`config.mk`:
```
export PLATFORM = sky130hd
export DESIGN_NAME = scan_mux_flat
export DESIGN_NICKNAME = d
export VERILOG_FILES = /design/src/rtl/scan_mux_pkg.sv /design/src/rtl/scan_mux_if.sv /design/src/rtl/scan_mux_ctr.sv /design/src/rtl/scan_mux.sv /design/src/flat_wrapper.sv
export SDC_FILE = /design/constraint.sdc
export NUM_CORES = 1
export LEC_CHECK = 0
export CAP_MARGIN = 10
export CELL_PAD_IN_SITES_DETAIL_PLACEMENT = 1
export CELL_PAD_IN_SITES_GLOBAL_PLACEMENT = 2
export CORE_AREA = 2 2 42 44
export DETAILED_ROUTE_END_ITERATION = 10
export DIE_AREA = 0 0 44 46
export PLACE_DENSITY = 0.83
export SLEW_MARGIN = 20
export SYNTH_ARGS = -nofsm -noshare
export SYNTH_HDL_FRONTEND = slang
export SYNTH_SLANG_ARGS = --single-unit
```
`constraint.sdc`:
```
create_clock -name clk -period 3.3 [get_ports clk]
set_input_delay 0.33 -clock clk [delete_from_list [all_inputs] [get_ports clk]]
set_output_delay 0.33 -clock clk [all_outputs]
set_load 0.02 [all_outputs]
```
`src/rtl/scan_mux_pkg.sv`:
```
// scan_mux_pkg -- definitions shared by the scan multiplexer, its counter
// sub-module, its bus interface and its testbench.
//   MODE_MANUAL / MODE_SCAN : encodings of the mode input
//   clog2()                 : ceiling log2 used to size channel indices
package scan_mux_pkg;

  localparam logic MODE_MANUAL = 1'b0;
  localparam logic MODE_SCAN   = 1'b1;

  // Ceiling log2; clog2(1) = 0, clog2(4) = 2, clog2(3) = 2.
  function automatic int clog2(input int n);
    int r;
    r = 0;
    while ((1 << r) < n) begin
      r++;
    end
    return r;
  endfunction

endpackage

```
`src/rtl/scan_mux_if.sv`:
```
// scan_mux_if -- channel data / control / result bundle of scan_mux.
//   din    : packed channel data, channel k at [k*WIDTH +: WIDTH]
//   sel    : manual channel select, also the scan start channel
//   mode   : MODE_MANUAL or MODE_SCAN
//   hold   : freezes outputs and scan counters
//   dout   : registered sample of the selected channel
//   ch_out : channel index of the sample in dout
//   valid  : dout holds a captured sample
// master = the side driving stimulus, slave = the multiplexer.
interface scan_mux_if
  import scan_mux_pkg::*;
#(
  parameter int WIDTH    = 1,
  parameter int CHANNELS = 4
) ();

  localparam int SW = clog2(CHANNELS);

  logic [CHANNELS*WIDTH-1:0] din;
  logic [SW-1:0]             sel;
  logic                      mode;
  logic                      hold;
  logic [WIDTH-1:0]          dout;
  logic [SW-1:0]             ch_out;
  logic                      valid;

  modport master (
    output din, sel, mode, hold,
    input  dout, ch_out, valid
  );

  modport slave (
    input  din, sel, mode, hold,
    output dout, ch_out, valid
  );

endinterface

```
`src/rtl/scan_mux_ctr.sv`:
```
// scan_ctr -- channel and dwell counters for the auto-scan mode.
//   clk, rst_n : clock, asynchronous active-low reset
//   i_en       : an unheld scan-mode edge; the counters advance
//   i_load     : this edge is a manual->scan transition; start at i_sel
//   i_sel      : start channel, already clamped into 0..CHANNELS-1
//   o_cur      : channel to sample on this edge (combinational)
// The registers hold the position of the NEXT sample, so a load edge
// samples i_sel directly and leaves the counters one step past it.
module scan_ctr
  import scan_mux_pkg::*;
#(
  parameter int CHANNELS = 4,
  parameter int DWELL    = 1
) (
  input  logic                      clk,
  input  logic                      rst_n,
  input  logic                      i_en,
  input  logic                      i_load,
  input  logic [clog2(CHANNELS)-1:0] i_sel,
  output logic [clog2(CHANNELS)-1:0] o_cur
);

  localparam int SW  = clog2(CHANNELS);
  // DWELL=1 needs no dwell bits, but keep one so the vector is legal.
  localparam int DWW = (clog2(DWELL) < 1) ? 1 : clog2(DWELL);
  localparam logic [SW-1:0]  CH_LAST    = SW'(CHANNELS - 1);
  localparam logic [DWW-1:0] DWELL_LAST = DWW'(DWELL - 1);

  logic [SW-1:0]  r_cur;
  logic [DWW-1:0] r_dwell;
  logic [SW-1:0]  w_cur;
  logic [DWW-1:0] w_dwell;

  // A load replaces the stored position for this edge's sample.
  assign w_cur   = i_load ? i_sel : r_cur;
  assign w_dwell = i_load ? '0 : r_dwell;
  assign o_cur   = w_cur;

  always_ff @(posedge clk or negedge rst_n) begin
    if (!rst_n) begin
      r_cur   <= '0;
      r_dwell <= '0;
    end else if (i_en) begin
      if (w_dwell == DWELL_LAST) begin
        r_dwell <= '0;
        // Explicit wrap so non-power-of-2 channel counts skip unused indices.
        r_cur   <= (w_cur == CH_LAST) ? '0 : w_cur + SW'(1);
      end else begin
        r_dwell <= w_dwell + DWW'(1);
        r_cur   <= w_cur;
      end
    end
  end

endmodule

```
`src/rtl/scan_mux.sv`:
```
// scan_mux -- registered channel multiplexer with manual and auto-scan modes.
//   clk, rst_n : clock, asynchronous active-low reset (externally synchronised)
//   bus        : scan_mux_if slave (din, sel, mode, hold in; dout, ch_out, valid out)
// Manual mode samples channel sel (channel 0 if sel is out of range) every
// unheld cycle. Scan mode walks the channels, staying DWELL cycles on each,
// starting from sel on each manual->scan transition.
module scan_mux
  import scan_mux_pkg::*;
#(
  parameter int WIDTH    = 1,
  parameter int CHANNELS = 4,
  parameter int DWELL    = 1
) (
  input logic        clk,
  input logic        rst_n,
  scan_mux_if.slave  bus
);

  localparam int SW = clog2(CHANNELS);

  logic [WIDTH-1:0] r_dout;
  logic [SW-1:0]    r_ch;
  logic             r_valid;
  // Mode seen at the last unheld edge; resets to manual so that scan mode
  // present at reset release behaves as a fresh transition.
  logic             r_mode_prev;

  logic [SW-1:0]    w_sel;
  logic             w_scan;
  logic             w_load;
  logic [SW-1:0]    w_scan_cur;
  logic [SW-1:0]    w_ch;
  logic [WIDTH-1:0] w_data;

  assign w_sel  = (int'(bus.sel) < CHANNELS) ? bus.sel : '0;
  assign w_scan = (bus.mode == MODE_SCAN);
  assign w_load = w_scan && (r_mode_prev == MODE_MANUAL);

  scan_ctr #(
    .CHANNELS (CHANNELS),
    .DWELL    (DWELL)
  ) u_ctr (
    .clk    (clk),
    .rst_n  (rst_n),
    .i_en   (w_scan && !bus.hold),
    .i_load (w_load),
    .i_sel  (w_sel),
    .o_cur  (w_scan_cur)
  );

  assign w_ch   = w_scan ? w_scan_cur : w_sel;
  assign w_data = bus.din[int'(w_ch)*WIDTH +: WIDTH];

  always_ff @(posedge clk or negedge rst_n) begin
    if (!rst_n) begin
      r_dout      <= '0;
      r_ch        <= '0;
      r_valid     <= 1'b0;
      r_mode_prev <= MODE_MANUAL;
    end else if (!bus.hold) begin
      r_dout      <= w_data;
      r_ch        <= w_ch;
      r_valid     <= 1'b1;
      r_mode_prev <= bus.mode;
    end
  end

  assign bus.dout   = r_dout;
  assign bus.ch_out = r_ch;
  assign bus.valid  = r_valid;

endmodule

```
`src/flat_wrapper.sv`:
```
// flat-port wrapper written by rule: the top's interface ports become plain ports
module scan_mux_flat import scan_mux_pkg::*;
#(
  parameter int WIDTH    = 1,
  parameter int CHANNELS = 4,
  parameter int DWELL    = 1
)
  (clk, rst_n, bus_din, bus_sel, bus_mode, bus_hold, bus_dout, bus_ch_out, bus_valid);
  scan_mux_if #(.WIDTH(WIDTH), .CHANNELS(CHANNELS)) bus_i ();
  input logic clk;
  input logic rst_n;
  input wire logic [$bits(bus_i.din)-1:0] bus_din;
  input wire logic [$bits(bus_i.sel)-1:0] bus_sel;
  input wire logic [$bits(bus_i.mode)-1:0] bus_mode;
  input wire logic [$bits(bus_i.hold)-1:0] bus_hold;
  output wire logic [$bits(bus_i.dout)-1:0] bus_dout;
  output wire logic [$bits(bus_i.ch_out)-1:0] bus_ch_out;
  output wire logic [$bits(bus_i.valid)-1:0] bus_valid;
  assign bus_i.din = bus_din;
  assign bus_i.sel = bus_sel;
  assign bus_i.mode = bus_mode;
  assign bus_i.hold = bus_hold;
  assign bus_dout = bus_i.dout;
  assign bus_ch_out = bus_i.ch_out;
  assign bus_valid = bus_i.valid;
  scan_mux #(.WIDTH(WIDTH), .CHANNELS(CHANNELS), .DWELL(DWELL)) u_core (.clk(clk), .rst_n(rst_n), .bus(bus_i));
endmodule
```
==> results of run 1 <==
==> worst max-delay path by stage <==
stage	startpoint	endpoint	slack (ns)	cells past startpoint
floorplan	u_core.r_mode_prev	u_core.bus.dout	2.09	4
global placement	bus_mode	u_core.bus.dout	1.47	5
detailed placement	bus_mode	u_core.bus.dout	1.45	5
CTS	bus_mode	u_core.bus.dout	1.72	5
global route	bus_mode	u_core.bus.dout	1.64	5
finish	bus_mode	u_core.bus.dout	1.72	5
==> through the flow <==
step | area [µm²] | instances
floorplan | 395 | 40
global placement | 542 | 69
detailed placement | 542 | 69
CTS | 568 | 73
global route | 568 | 73
finish | 568 | 73
==> power groups by stage <==
stage | registers (mW) | logic (mW) | clock network (mW)
global route | 0.117 | 0.0835 | 0.0872
detailed placement | 0.116 | 0.0758 | 0
global placement | 0.116 | 0.0742 | 0
floorplan | 0.120 | 0.0351 | 0
CTS | 0.115 | 0.0764 | 0.0802
finish | 0.115 | 0.0753 | 0.0760
==> layer usage <==
metal,up-vias,global-route usage,wire length (µm)
li1,170,-,-
met1,174,0.130,444
met2,14,0.176,450
met3,0,0.0556,74
met4,0,0.0182,0
met5,-,0,0
==> synthesized netlist by cell type (all sizes together) <==
cell type and number:
inv 3, dfrtp 7, mux2i 4, o2bb2ai 1
a21oi 3, nor2 1, buf 1, nand2 8
nor2b 1, nand4b 2, nand4bb 1, a31o 1
nand2b 2, xor2 1, a22oi 1, o21ai 1
or2b 1, a221oi 1
==> logic make-up after synthesis <==
| logic type | count (synthesis) | synth area share |
|---|---|---|
| AND/OR/NAND/NOR | 16 | 0.231 |
| XOR/XNOR | 1 | 0.0222 |
| multiplexers | 4 | 0.111 |
| buffers and inverters | 4 | 0.0411 |
| AO/OA/AOI/OAI | 8 | 0.152 |
| flip-flops | 7 | 0.443 |
==> flip-flops by register name, indices dropped and copies added (netlist names) <==
| signal | cells |
|---|---|
| u_core.u_ctr.r_cur | 2 |
| u_core.bus.ch_out | 2 |
| u_core.bus.dout | 1 |
| u_core.bus.valid | 1 |
| u_core.r_mode_prev | 1 |
==> cells in the final DEF (no fill, tap or decap) <==
| cell | count |
|---|---|
| a22oi_1 | 1 |
| clkbuf_1 | 1 |
| nor2_1 | 1 |
| a31o_2 | 1 |
| clkbuf_4 | 3 |
| a21oi_1 | 3 |
| inv_1 | 3 |
| nand2b_1 | 2 |
| clkdlybuf4s50_1 | 13 |
| nand2_2 | 1 |
| nand4b_1 | 2 |
| mux2i_1 | 3 |
| nor2b_1 | 1 |
| a221oi_2 | 1 |
| dfrtp_1 | 7 |
| o21ai_0 | 1 |
| mux2i_2 | 1 |
| o2bb2ai_1 | 1 |
| nand4bb_1 | 1 |
| or2b_1 | 1 |
| nand2_1 | 7 |
| xor2_1 | 1 |
==> worst reg2reg max path, delay by kind of cell, from the launching register on <==
family / cells / cell delay (ns)
compound gates: 1 / 0.09
flops: 1 / 0.44
mux: 2 / 0.59
simple gates: 1 / 0.14
==> area by class of cell <==
class / instances / share of cell area
Multi-Input combinational cell: 29 / 0.359
Sequential cell: 7 / 0.308
Timing Repair Buffer: 13 / 0.229
Clock buffer: 4 / 0.0463
Tap cell: 17 / 0.0374
Inverter: 3 / 0.0198
==> impl_metrics.csv, run 1 <==
group,metric,value,unit
pwr,power_leakage,0.245,nW
floorplan,placementRows,15,
yosys,ys_top_cells_by_area,"dfrtp_1 (44%), mux2i_1 (7.6%), nand2_1 (6.6%), nand4b_1 (4.4%), a21oi_1 (3.8%)",
critical_path,crit_buf_inv,1,
global_route,grt_pass1_vias,366,
finish,final_util,0.352,
finish,seqCellArea,175,µm²
finish,fillCellCount,190,
pwr,vdd_drop_max,157,µV
critical_path,crit_family,"buffers and inverters",
floorplan,die_area,2020,µm²
worst_hold_path,hp-class,"primary input to async pin",
yosys,ys_seq_area_frac,0.443,
placed_design,port_buffers,13,
routing,wirelength,969,µm
clocking,cts_resized,0,
sta,slew_headroom,0.730,
yosys,synth_top_area_frac,0.443,
critical_path,cp_data_arrival_time,1.69,ns
yosys,yosysWarnings,0,
placed_design,post-place-ws,1.45,ns
placed_design,gp_congestion,0.702,
yosys,syn_inst,40,
sta,rsz0062_at_grt,"no",
routing,vias,358,
critical_path,critPathMaxStageDelay,0.58,ns
clocking,cts_sinks,7,
routing,firstDrtPassIters,2,
finish,num-nets-final,67,
sta,period_minus_slack,1.58,ns
pwr,p_comb_frac,0.283,
clocking,clkTransAtPathRegs,0.05,ns
pwr,power.total,266,µW
placed_design,hpwl,737,µm
clocking,cts-root-buf,"clkbuf_4",
job,drv_cap,0,
sta,fin_skew,0.00341,ns
critical_path,reg2reg_depth,4,
sta,finalMaxSlewViolations,0,
floorplan,die_x,44,µm
critical_path,crit_slowest_cell,"clkdlybuf4s50_1",
global_route,grt_util_all_layers,0.109,
floorplan,ios,14,
pwr,switchingPower,81.4,µW
finish,diodes,0,
floorplan,core_area,1610,µm²
critical_path,start_kind,"primary input",
pwr,clkPwrFrac,0.285,
routing,ant_nets,0,
pwr,p_per_area,469,nW/µm²
clocking,clock_latency,0.25,ns
critical_path,end_kind,"flip-flop",
sta,hold_violations,0,
clocking,h-tree-depth,1,
yosys,synth_fp_nets,50,
yosys,synth.distinct_cells,20,
clocking,cts_setup_buffers,0,
sta,hold_ws,0.346,ns
sta,period_share,0.478,
clocking,cts_tree,"yes",
sta,fmax,634,MHz
global_route,overflow,0,
yosys,syn_area,395,µm²
sta,setup_tns,0,ns
sta,setup_slack,1.72,ns
pwr,sw_frac_of_total,0.306,
routing,drtIter0Drc,6,
floorplan,die_y,46,µm
clocking,clk_path_buf_depth,2,
routing,wire_per_inst,13.3,µm
critical_path,cp.required,3.41,ns
yosys,postSynthAreaPerCell,9.88,µm²
pwr,internal_power,185,µW
critical_path,r2r-end,"u_core.bus.dout",
global_route,grt_max_degree,12,
finish,multiInputGateArea,204,µm²
sta,finalSetupViolCount,0,
floorplan,start_util,0.245,
finish,layout-drive-gt1-share,0.125,
routing,vias_per_cell,4.90,
global_route,grt_pass1_wl,1580,µm
routing,drc,0,
clocking,cts_buffers,3,
global_route,grt_antenna_before_repair,0,
sta,worst_slew_pin_slew,0.404,ns
finish,syn2layout_area_growth,43.7,%
critical_path,reg2reg_from,"u_core.r_mode_prev",
clocking,cts_hold_buf,0,
critical_path,path_cells,"clkdlybuf4s50_1, nand2_2, mux2i_2, mux2i_1, a221oi_2",
critical_path,cp_max_fo,6,
status,outcome,"finished, final reports clean",
yosys,synth_top_area_cell,"dfrtp_1",
critical_path,rrSetupSlack,1.91,ns
critical_path,path_class,"primary input to flip-flop",
yosys,ys_seq_elements,7,
pwr,p_seq_frac,0.432,
Power figures use the tool's default switching activity.
==> run 2, diff against run 1 <==
CORE_AREA = 2 2 44 46   (was 2 2 42 44)
DIE_AREA = 0 0 46 48   (was 0 0 44 46)
PLACE_DENSITY = 0.76   (was 0.83)
clock period = 1.5 ns   (was 3.3 ns; I/O delays follow)
==> run 2 against run 1 <==
  * Clock power grew 120%
  * Design area grew 4.0%
  * Worst hold slack lost 0.19 ns
  * Count of clock-buffer cells in the layout is the same
  * Clock skew shrank 0.0018 ns
  * Critical endpoint is now bus_ch_out[1]
  * Sequential share of layout area shrank 1.2 points
  * Non-clock buffer count grew 3
  * Highest routed layer is now met4
  * Die area grew 9.1%
==> impl_metrics.csv, run 2 (same netlist as run 1, synthesis figures left out) <==
group,metric,value,unit
clocking,cts_buffers,3,
floorplan,start_util,0.234,
placed_design,post-place-ws,0.0237,ns
placed_design,place_area,564,µm²
critical_path,cp.required,1.35,ns
global_route,overflow,0,
clocking,cts_resized,0,
routing,vias,358,
floorplan,ios,14,
global_route,grt_pass1_vias,363,
sta,worst_slew_pin_slew,0.305,ns
routing,vias_per_cell,4.71,
pwr,p_comb_frac,0.285,
finish,num-nets-final,70,
sta,fmax,744,MHz
clocking,cts_hold_buf,0,
pwr,p_per_area,1000,nW/µm²
clocking,cts_tree,"yes",
finish,final_common_cell,"clkdlybuf4s50_1",
critical_path,path_class,"flip-flop to primary output",
pwr,sw_frac_of_total,0.304,
routing,wirelength,912,µm
sta,setup_tns,0,ns
global_route,grt_antenna_before_repair,0,
floorplan,placementRows,15,
critical_path,crit_buf_inv,1,
critical_path,start_kind,"flip-flop",
clocking,clkTransAtPathRegs,0.05,ns
finish,multiInputGateArea,204,µm²
global_route,grt_util_all_layers,0.101,
global_route,grt_pass1_wl,1520,µm
placed_design,gp_congestion,0.746,
sta,finalSetupViolCount,0,
routing,firstDrtPassIters,3,
routing,drc,0,
critical_path,end_kind,"primary output",
sta,finalMaxSlewViolations,0,
placed_design,hpwl,718,µm
clocking,clock_latency,0.25,ns
finish,final_cell_mix,"clkdlybuf4s50_1 (13), nand2_1 (7), dfrtp_1 (7)",
finish,seqCellArea,175,µm²
floorplan,die_y,48,µm
pwr,vdd_drop_max,241,µV
clocking,clk_path_buf_depth,2,
sta,fin_skew,0.00159,ns
critical_path,path_cells,"clkdlybuf4s50_1",
pwr,power_leakage,0.259,nW
pwr,clkPwrFrac,0.287,
routing,ant_nets,0,
clocking,h-tree-depth,1,
pwr,p_seq_frac,0.428,
sta,rsz0062_at_grt,"no",
floorplan,die_x,46,µm
finish,diodes,0,
sta,period_share,0.896,
critical_path,critPathMaxStageDelay,0.60,ns
placed_design,port_buffers,13,
finish,syn2layout_area_growth,49.4,%
critical_path,cp_data_arrival_time,1.19,ns
clocking,cts_setup_buffers,0,
pwr,switchingPower,180,µW
global_route,grt_max_degree,9,
critical_path,cp_max_fo,2,
floorplan,core_area,1690,µm²
floorplan,die_area,2210,µm²
sta,setup_slack,0.157,ns
critical_path,crit_slowest_cell,"clkdlybuf4s50_1",
job,drv_cap,0,
pwr,internal_power,412,µW
sta,hold_violations,0,
sta,slew_headroom,0.796,
finish,final_area,591,µm²
finish,fillCellCount,192,
worst_hold_path,hp-class,"primary input to async pin",
critical_path,crit_family,"buffers and inverters",
finish,layout-drive-gt1-share,0.169,
clocking,cts-root-buf,"clkbuf_4",
clocking,cts_sinks,7,
status,outcome,"finished, final reports clean",
routing,drtIter0Drc,2,
routing,wire_per_inst,12.0,µm
sta,period_minus_slack,1.34,ns
==> run 2: cell types whose count changed in the layout (fill, tap and decap cells not counted) <==
cell	change
buf_4	+3
==> run 2: worst paths after layout <==
kind,slack (ns),startpoint,endpoint,cells after the start
setup / recovery,0.16,u_core.bus.ch_out[1],bus_ch_out[1],1
hold / removal,0.15,rst_n,u_core.bus.dout,1
setup reg to reg,0.17,u_core.r_mode_prev,u_core.bus.dout,4
hold reg to reg,0.46,u_core.bus.valid,u_core.bus.valid,1
max in group asynchronous,1.12,rst_n,u_core.r_mode_prev,1
min in group clk,0.46,u_core.bus.valid,u_core.bus.valid,1
==> run 2: final cells by class <==
class | count | area share
clock buffer | 4 | 0.0445
inverter | 3 | 0.0191
multi-input combinational | 29 | 0.345
sequential | 7 | 0.297
tap | 17 | 0.0360
timing repair buffer | 16 | 0.258
==> run 2: metrics by stage <==
step	std cells	hold WS [ns]	utilization	power [mW]
after floorplan	40	-0.146	-	0.342
after global placement	72	0.429	0.334	0.427
after detailed placement	72	0.431	0.334	0.427
after CTS	76	0.160	0.350	0.602
after global routing	76	0.164	0.350	0.635
final	76	0.152	0.350	0.593
==> run 2: per-layer routing <==
metal | part of all wire | wire length [µm] | vias to the layer above | global-route usage
met1 | 0.45 | 412 | 167 | 0.118
met3 | 0.066 | 60 | 4 | 0.0226
met2 | 0.46 | 415 | 11 | 0.158
met4 | 0.025 | 23 | 0 | 0.0857
li1 | - | - | 176 | -
met5 | 0 | 0 | - | 0
==> run 2: power by group through the flow <==
stage	registers (mW)	clock network, mW	logic (mW)
4_1_cts	0.254	0.178	0.170
5_1_grt	0.258	0.192	0.185
2_1_floorplan	0.265	0	0.0772
6_report	0.254	0.170	0.169
3_5_place_dp	0.258	0	0.170
3_3_place_gp	0.259	0	0.168
